## config.mk

```make
export PLATFORM = sky130hd
export DESIGN_NAME = regfile_write_ctrl
export DESIGN_NICKNAME = d
export VERILOG_FILES = /design/src/rtl/regfile_write_ctrl.sv
export SDC_FILE = /design/constraint.sdc
export NUM_CORES = 1
export LEC_CHECK = 0
export CAP_MARGIN = 10
export CORE_AREA = 2 2 114 116
export CTS_BUF_LIST = sky130_fd_sc_hd__clkbuf_16
export CTS_CLUSTER_DIAMETER = 120
export CTS_CLUSTER_SIZE = 28
export DETAILED_ROUTE_END_ITERATION = 16
export DIE_AREA = 0 0 116 118
export MAX_ROUTING_LAYER = met4
export PLACE_DENSITY = 0.74
export SYNTH_ARGS = -nofsm -noshare
export SYNTH_HDL_FRONTEND = slang
export SYNTH_SLANG_ARGS = --single-unit
```

## constraint.sdc

```tcl
create_clock -name clk -period 3.54 [get_ports clk]
set_input_delay 1.062 -clock clk [delete_from_list [all_inputs] [get_ports clk]]
set_output_delay 1.062 -clock clk [all_outputs]
set_load 0.005 [all_outputs]
```

## src/rtl/regfile_write_ctrl.sv

```systemverilog
// regfile_write_ctrl: write-port sequencer and round-robin arbiter for a
// 32x32 register file.
//   - After reset, clears registers 0..31 through the write port (INIT).
//   - Then grants the port to NREQ write-back requesters round-robin (RUN).
//   - Writes to x0 are accepted but suppressed; reads of x0 return zero.
//   - Supplies write-to-read bypass for the rs/rt read ports.
// Ports:
//   clk, rst                  clock, synchronous active-high reset
//   req_valid/rd/data         per-requester write requests (packed by index)
//   req_ready                 one-hot combinational grant
//   rf_write/rf_rd/rf_data    registered register-file write port
//   init_done                 high once the clear sequence has finished
//   rs/rt, *_data_rf          read addresses and raw register-file read data
//   rs_data/rt_data           bypassed, x0-forced read data
module regfile_write_ctrl #(
  parameter int unsigned NREQ = 3
) (
  input  logic                 clk,
  input  logic                 rst,
  input  logic [NREQ-1:0]      req_valid,
  input  logic [5*NREQ-1:0]    req_rd,
  input  logic [32*NREQ-1:0]   req_data,
  output logic [NREQ-1:0]      req_ready,
  output logic                 rf_write,
  output logic [4:0]           rf_rd,
  output logic [31:0]          rf_data,
  output logic                 init_done,
  input  logic [4:0]           rs,
  input  logic [4:0]           rt,
  input  logic [31:0]          rs_data_rf,
  input  logic [31:0]          rt_data_rf,
  output logic [31:0]          rs_data,
  output logic [31:0]          rt_data
);

  localparam int unsigned PTR_W = (NREQ > 1) ? $clog2(NREQ) : 1;
  localparam logic [PTR_W-1:0] LAST_IDX = PTR_W'(NREQ - 1);

  typedef enum logic {S_INIT, S_RUN} state_t;

  state_t           state;
  logic [4:0]       cnt;
  logic [PTR_W-1:0] rr_ptr;

  logic             grant_any;
  logic [PTR_W-1:0] winner;
  logic [PTR_W-1:0] cand;
  logic [31:0]      scan_idx;
  logic [PTR_W-1:0] next_ptr;
  logic [4:0]       win_rd;
  logic [31:0]      win_data;

  logic [4:0]       rd_arr   [NREQ];
  logic [31:0]      data_arr [NREQ];

  // Unpack the flat request buses into per-requester arrays.
  for (genvar i = 0; i < NREQ; i++) begin : g_unpack
    assign rd_arr[i]   = req_rd[5*i +: 5];
    assign data_arr[i] = req_data[32*i +: 32];
  end

  // Round-robin search from rr_ptr; reset suppresses any grant in its cycle.
  always_comb begin
    grant_any = 1'b0;
    winner    = '0;
    cand      = '0;
    scan_idx  = '0;
    req_ready = '0;
    if (state == S_RUN && !rst) begin
      for (int unsigned k = 0; k < NREQ; k++) begin
        scan_idx = (32'(rr_ptr) + k) % NREQ;
        cand     = PTR_W'(scan_idx);
        if (!grant_any && req_valid[cand]) begin
          grant_any = 1'b1;
          winner    = cand;
        end
      end
      if (grant_any) begin
        req_ready[winner] = 1'b1;
      end
    end
  end

  assign win_rd   = rd_arr[winner];
  assign win_data = data_arr[winner];
  assign next_ptr = (winner == LAST_IDX) ? '0 : winner + PTR_W'(1);

  // Sequencer: clear all registers, then serve granted write-backs.
  always_ff @(posedge clk) begin
    if (rst) begin
      state     <= S_INIT;
      cnt       <= '0;
      rr_ptr    <= '0;
      rf_write  <= 1'b0;
      rf_rd     <= '0;
      rf_data   <= '0;
      init_done <= 1'b0;
    end else begin
      case (state)
        S_INIT: begin
          rf_write <= 1'b1;
          rf_rd    <= cnt;
          rf_data  <= '0;
          cnt      <= cnt + 5'd1;
          if (cnt == 5'd31) begin
            state     <= S_RUN;
            init_done <= 1'b1;
          end
        end
        S_RUN: begin
          if (grant_any) begin
            // A write to x0 consumes the grant but never reaches the file.
            rf_write <= (win_rd != 5'd0);
            rf_rd    <= win_rd;
            rf_data  <= win_data;
            rr_ptr   <= next_ptr;
          end else begin
            rf_write <= 1'b0;
          end
        end
        default: state <= S_INIT;
      endcase
    end
  end

  // Read bypass: x0 reads zero, a same-cycle write wins over stale file data.
  always_comb begin
    rs_data = rs_data_rf;
    rt_data = rt_data_rf;
    if (rs == 5'd0) begin
      rs_data = '0;
    end else if (rf_write && rf_rd == rs) begin
      rs_data = rf_data;
    end
    if (rt == 5'd0) begin
      rt_data = '0;
    end else if (rf_write && rf_rd == rt) begin
      rt_data = rf_data;
    end
  end

endmodule

```

# Yosys cells after proc, flatten, opt, wreduce, memory -nomap -nowiden
# Index checks and enable logic that the tools add are counted.
# totals
regBits	47
in_bits	190
output_inout_bits	106
word_cells	82
# op_classes
n_addsub	4
n_div	3
order_cmp	6
n_eq_ne	5
muxes	41
n_bitwise	2
reduce_logical	14
# ops
op	count
32-bit two-way mux	7
32-bit binary-select mux with 2-bit select	1
32-bit by 2-bit remainder unit with 32-bit output, second input constant	2
32-bit one-hot mux with 2 select lines	1
2-bit by 2-bit remainder unit with 32-bit output, second input constant	1
5-bit two-way mux	3
1-bit two-way mux	14
2-bit by 3-bit < comparator with 1-bit output, second input constant	4
2-bit two-way mux	6
5-bit binary-select mux with 2-bit select	1
5-bit == test	2
5-bit logical NOT	2
5-bit one-hot mux with 2 select lines	1
1-bit binary-select mux with 2-bit select	3
1-bit logical AND	6
3-bit two-way mux	2
5-bit by 1-bit adder with 5-bit output, second input constant	1
5-bit == test, second input constant	1
5-bit nonzero test	1
2-bit AND reduction	2
2-bit by 1-bit adder with 3-bit output, second input constant	1
2-bit by 2-bit adder with 3-bit output, second input constant	1
3-bit greater-or-equal comparator, second input constant	1
1-bit logical NOT	3
8 further kinds	8

# Depth between registers and ports, before layout
# Gate-level depths: netlist (run 1).
# logic_depth
word_depth	21
ltp_mapped	11
depth_no_buf	10

# Worst setup path before layout (run 1)
# Ideal clock, no wire load.
# synth_timing
path_type	input-to-output
from	input port req_valid[1]
to	output port req_ready[0]
arrival_time_ps	2388
required_ps	2478
setup_slack_ps	90
path_stages	7
path_buffers	1
path_cell_list	mux2i_1 > o22a_2 > nand2_1 > o21ai_1 > nand3b_1 > clkbuf_1 > nor2_1
# synth_between
elab_chain_cells	18
elab_cells_between_ends	27
classes_between	order compare: 2; mux: 20; reduce/logical: 5
# synth_rtl
item	line_no	text
start: declaration	20	input logic [NREQ-1:0] req_valid,
1-bit binary-select mux with 2-bit select	73	if (!grant_any && req_valid[cand]) begin
1-bit two-way mux (implied by the code)	73	
1-bit two-way mux	73	
1-bit two-way mux	69	if (state == S_RUN && !rst) begin
1-bit logical NOT	73	
1-bit logical AND	73	
1-bit two-way mux	73	
1-bit two-way mux	69	
(+2 left out)	--	
2-bit two-way mux	73	
2-bit two-way mux	69	
2-bit by 3-bit < comparator with 1-bit output (implied by the code) / 2-bit by 1-bit greater-or-equal comparator with 1-bit output (equally long branches)	79	req_ready[winner] = 1'b1;
1-bit logical AND (implied by the code)	79	
1-bit two-way mux (implied by the code)	79	
1-bit demux with 2-bit select	79	
3-bit two-way mux *	78	if (grant_any) begin
3-bit two-way mux *	69	
end: declaration	23	output logic [NREQ-1:0] req_ready,
# Mark *: on every way between the ends. The rest lies on a longest branch, timed or not. The select of a mux whose other input is x is not followed.

# Worst setup path in the final report (run 1)
# layout_timing
from	input port rt[0]
to	output port rt_data[11]
# layout_between
elab_chain_cells	4
elab_cells_between_ends	5
classes_between	eq/ne: 1; mux: 2; reduce/logical: 2
# layout_rtl
item	line_no	text
start: declaration	29	input logic [4:0] rt,
5-bit == test	137	end else if (rf_write && rf_rd == rt) begin
1-bit logical AND	137	
32-bit two-way mux	137	
32-bit two-way mux *	135	if (rt == 5'd0) begin
end: declaration	33	output logic [31:0] rt_data
# Mark *: on every way between the ends. The rest lies on a longest branch, timed or not.

==> results of run 1 <==
-- critical path, delay by kind of cell --
family,cells,cell delay (ps)
simple gates,3,720
buf+inv,4,480
mux,1,260
xor+xnor,1,140
-- placed cells by master (no fill, tap or decap), types with 2 or more instances in the layout --
cell,count
nand2b_1,5
mux2i_2,12
mux2i_4,3
nor2_4,4
nand3_1,3
nand3b_1,6
clkdlybuf4s15_2,2
a31oi_1,2
o22ai_1,34
clkbuf_16,5
mux2i_1,86
buf_16,3
nor2_1,86
buf_8,5
a21oi_1,8
xnor2_1,3
xor2_1,9
buf_6,33
a22oi_1,36
o21ai_0,6
o21ai_1,3
ha_1,6
clkbuf_2,5
buf_12,12
and3_4,2
and2_1,2
buf_2,64
inv_1,7
clkdlybuf4s50_1,214
buf_4,41
nand2_1,6
o21a_1,2
a311o_1,3
dfxtp_1,47
nor2b_1,3
dlygate4sd2_1,4
-- through the flow --
step	instances	total power, mW	utilization [%]
after floorplan	444	0.664	-
after global placement	914	1.01	57.2
after detailed placement	914	1.02	57.2
after CTS	971	1.53	62.0
after global routing	970	1.59	62.1
final	970	1.53	62.1
-- logic make-up after synthesis --
group / Yosys count / synth area share [%]
multiplexers: 101 / 27.6
buffers and inverters: 43 / 4.89
AND/OR/NAND/NOR: 124 / 14.8
AO/OA/AOI/OAI: 110 / 21.8
adder cells (fa/ha/maj): 6 / 2.05
flip-flops: 47 / 25.7
XOR/XNOR: 13 / 3.11
-- timing repair --
| item | 4_1_cts | 5_1_grt |
|---|---|---|
| buffers inserted | 44 | 6 |
| setup endpoints to repair | 67 | 67 |
| pin swaps | 44 | 40 |
| gates cloned | 7 | 0 |
| gates resized for setup | 356 | 33 |
-- how the worst max path moves through the flow --
stage	to	cells after the start	slack, ps
after detailed placement	rt_data[22]	8	-900
after floorplan	req_ready[0]	7	90
final	rt_data[11]	9	-210
after global routing	rt_data[11]	9	-310
after CTS	rt_data[16]	10	-240
after global placement	rt_data[22]	8	-870
-- metal layers --
metal / global-route usage (%) / vias up / part of all wire (%)
li1: - / 2339 / -
met1: 32.8 / 2379 / 41
met2: 47.3 / 249 / 51
met4: 6.99 / 0 / 2.3
met5: - / - / 0
met3: 4.22 / 35 / 6.2
-- power groups by stage --
stage	clock, mW	sequential [mW]	combinational (mW)
2_1_floorplan	0	0.551	0.113
3_3_place_gp	0	0.553	0.461
3_5_place_dp	0	0.553	0.468
4_1_cts	0.538	0.541	0.455
5_1_grt	0.556	0.541	0.492
6_report	0.532	0.541	0.461
-- flip-flops by register name (all words and copies together) (netlist names) --
signal	count
rf_data	32
cnt	5
rf_rd	5
rr_ptr	2
init_done	1
rf_write	1
state	1
-- layout make-up --
class | instances | area share (%)
clock inverters | 2 | 0.438
multi-input cells | 354 | 35.2
clock buffers | 5 | 1.62
inverters | 6 | 0.292
repair buffers | 384 | 47.4
flip-flops and latches | 47 | 12.2
well taps | 172 | 2.79
==> qor.yml, run 1 <==
synthesis:
  synthFlopType: "dfxtp_1"
  yosysWarnings: 0
  synthesis.area_um2: 3660
  yosysTopAreaCell: "mux2i_1"
  ys_types: 44
  syn_inst: 444
  synth_edf_count: 0
  ys_seq_area_share_pct: 25.7
  syn-num-nets: 640
  ys_async_sr_fraction_pct: 0
  syn_area_per_cell_um2: 8.25
  ys_top_cells_by_area: "mux2i_1 (28%), dfxtp_1 (26%), nor2_1 (9.1%), a22oi_1 (7.4%), o22ai_1 (5.8%)"
  ys_ff_latch: 47
  synthTopCellsByCount: "mux2i_1 (101), nor2_1 (89), dfxtp_1 (47), a22oi_1 (36), o22ai_1 (34)"
  synth.most_common_cell: "mux2i_1"
  synth_top_area_share_pct: 27.6
grt:
  grt_first_pass_wirelength_um: 28400
  grt_max_degree: 42
  grtUsageTotal_pct: 27.3
  grt_pass1_vias: 5127
  antenna_found_initial: 0
  grt_overflow: 0
run_status:
  violations: "setup timing"
  status: "complete, but fails checks"
sta:
  fin_ws_ps: -214
  hold_viol_final: 0
  fmax_mhz: 266
  finalSetupTns_ps: -4760
  finalCritPeriodShare_pct: 106
  setup_violations: 55
  hold_ws_ps: 484
  maxSlewViolCount: 0
  worst_slew_pin_slew_ps: 499
  rsz0062_at_grt: "true"
  skew_ps: 6.24
  maxSlewHeadroom_pct: 66.8
  min_period_ps: 3750
critical_path:
  slowest_delay_ps: 360
  timing.rr.start: "rr_ptr[1]$_SDFFE_PP0P_"
  cp-start-kind: "primary input"
  r2r_cells: 11
  cp-end-kind: "output port"
  arrival_ps: 2690
  startpoint: "rt[0]"
  r2r_setup_slack_ps: 610
  rr_endpoint: "rf_write$_SDFF_PP0_"
  crit_type: "primary input to output port"
  cp_slowest_cell: "and3_4"
  cp_max_fo: 6
  cp_cell_sequence: "buf_6 > xor2_2 > nor4_2 > and3_4 > buf_16 > buf_6 > mux2i_1 > nor2_1 > buf_2"
  crit_top_cell: "buf_6"
  critical_path_required_ps: 2480
drt:
  drt_iter0_drc: 266
  final_antenna_net_count: 0
  drt_wl_total_um: 18800
  drtPass1Iterations: 5
  vias: 5002
  vias_per_cell: 5.16
  wl_per_cell_um: 19.3
  drc: 0
final_layout:
  multi_input_area_um2: 2720
  nFillCells: 1057
  fin_nets: 994
  area_growth_pct: 110
  final_cell_area_um2: 7710
  drive_above_1_share_pct: 26.1
  antenna_cells: 0
  seq_area_um2: 941
clocking:
  clock_latency_ps: 290
  h-tree-depth: 2
  clk_pin_slew_worst_paths_ps: 60
  clkSinkCount: 47
  cts_buffer_depth: 2
  cts-buffers-inserted: 5
  cts_tree: "done"
  hold_buffers: 0
  cts_root_buf: "clkbuf_16"
floorplan:
  die_w_um: 116
  fp-row-count: 41
  chipHeight_um: 118
  io_pins: 296
  die-area_um2: 13700
  core_um2: 12400
  initial_core_util_pct: 29.5
pwr:
  power_frac_comb_pct: 30.0
  p_clk_share_pct: 34.7
  ir_drop_uv: 187
  p_sw_share_pct: 23.7
  leakagePower_nw: 2.92
  p_int_mw: 1.17
  power_density_nw_per_um2: 199
  seqPwrFrac_pct: 35.3
  power_switching_mw: 0.364
min_path:
  hp-start: "init_done$_SDFFE_PP0P_"
  min_path_type: "register to register"
  holdPathEnd: "init_done$_SDFFE_PP0P_"
  hold_path_depth: 2
placed_design:
  dp_hpwl_um: 13400
  postPlaceCellArea_um2: 7100
  pre_cts_ws_ps: -898
  gp_congestion: 0.875
  port_buffers: 295
run:
  maxCapViolations: 0
No activity file was read; power rests on OpenSTA's default activity.
==> run 2: changes to the inputs <==
--- a/config.mk
+++ b/config.mk
@@ -5,7 +5,7 @@
 export SDC_FILE = /design/constraint.sdc
 export NUM_CORES = 1
 export LEC_CHECK = 0
-export CAP_MARGIN = 10
+export CAP_MARGIN = 20
 export CORE_AREA = 2 2 114 116
 export CTS_BUF_LIST = sky130_fd_sc_hd__clkbuf_16
 export CTS_CLUSTER_DIAMETER = 120
==> results of run 2 <==
The final DEF is identical to that of run 1; final timing and power are the same.
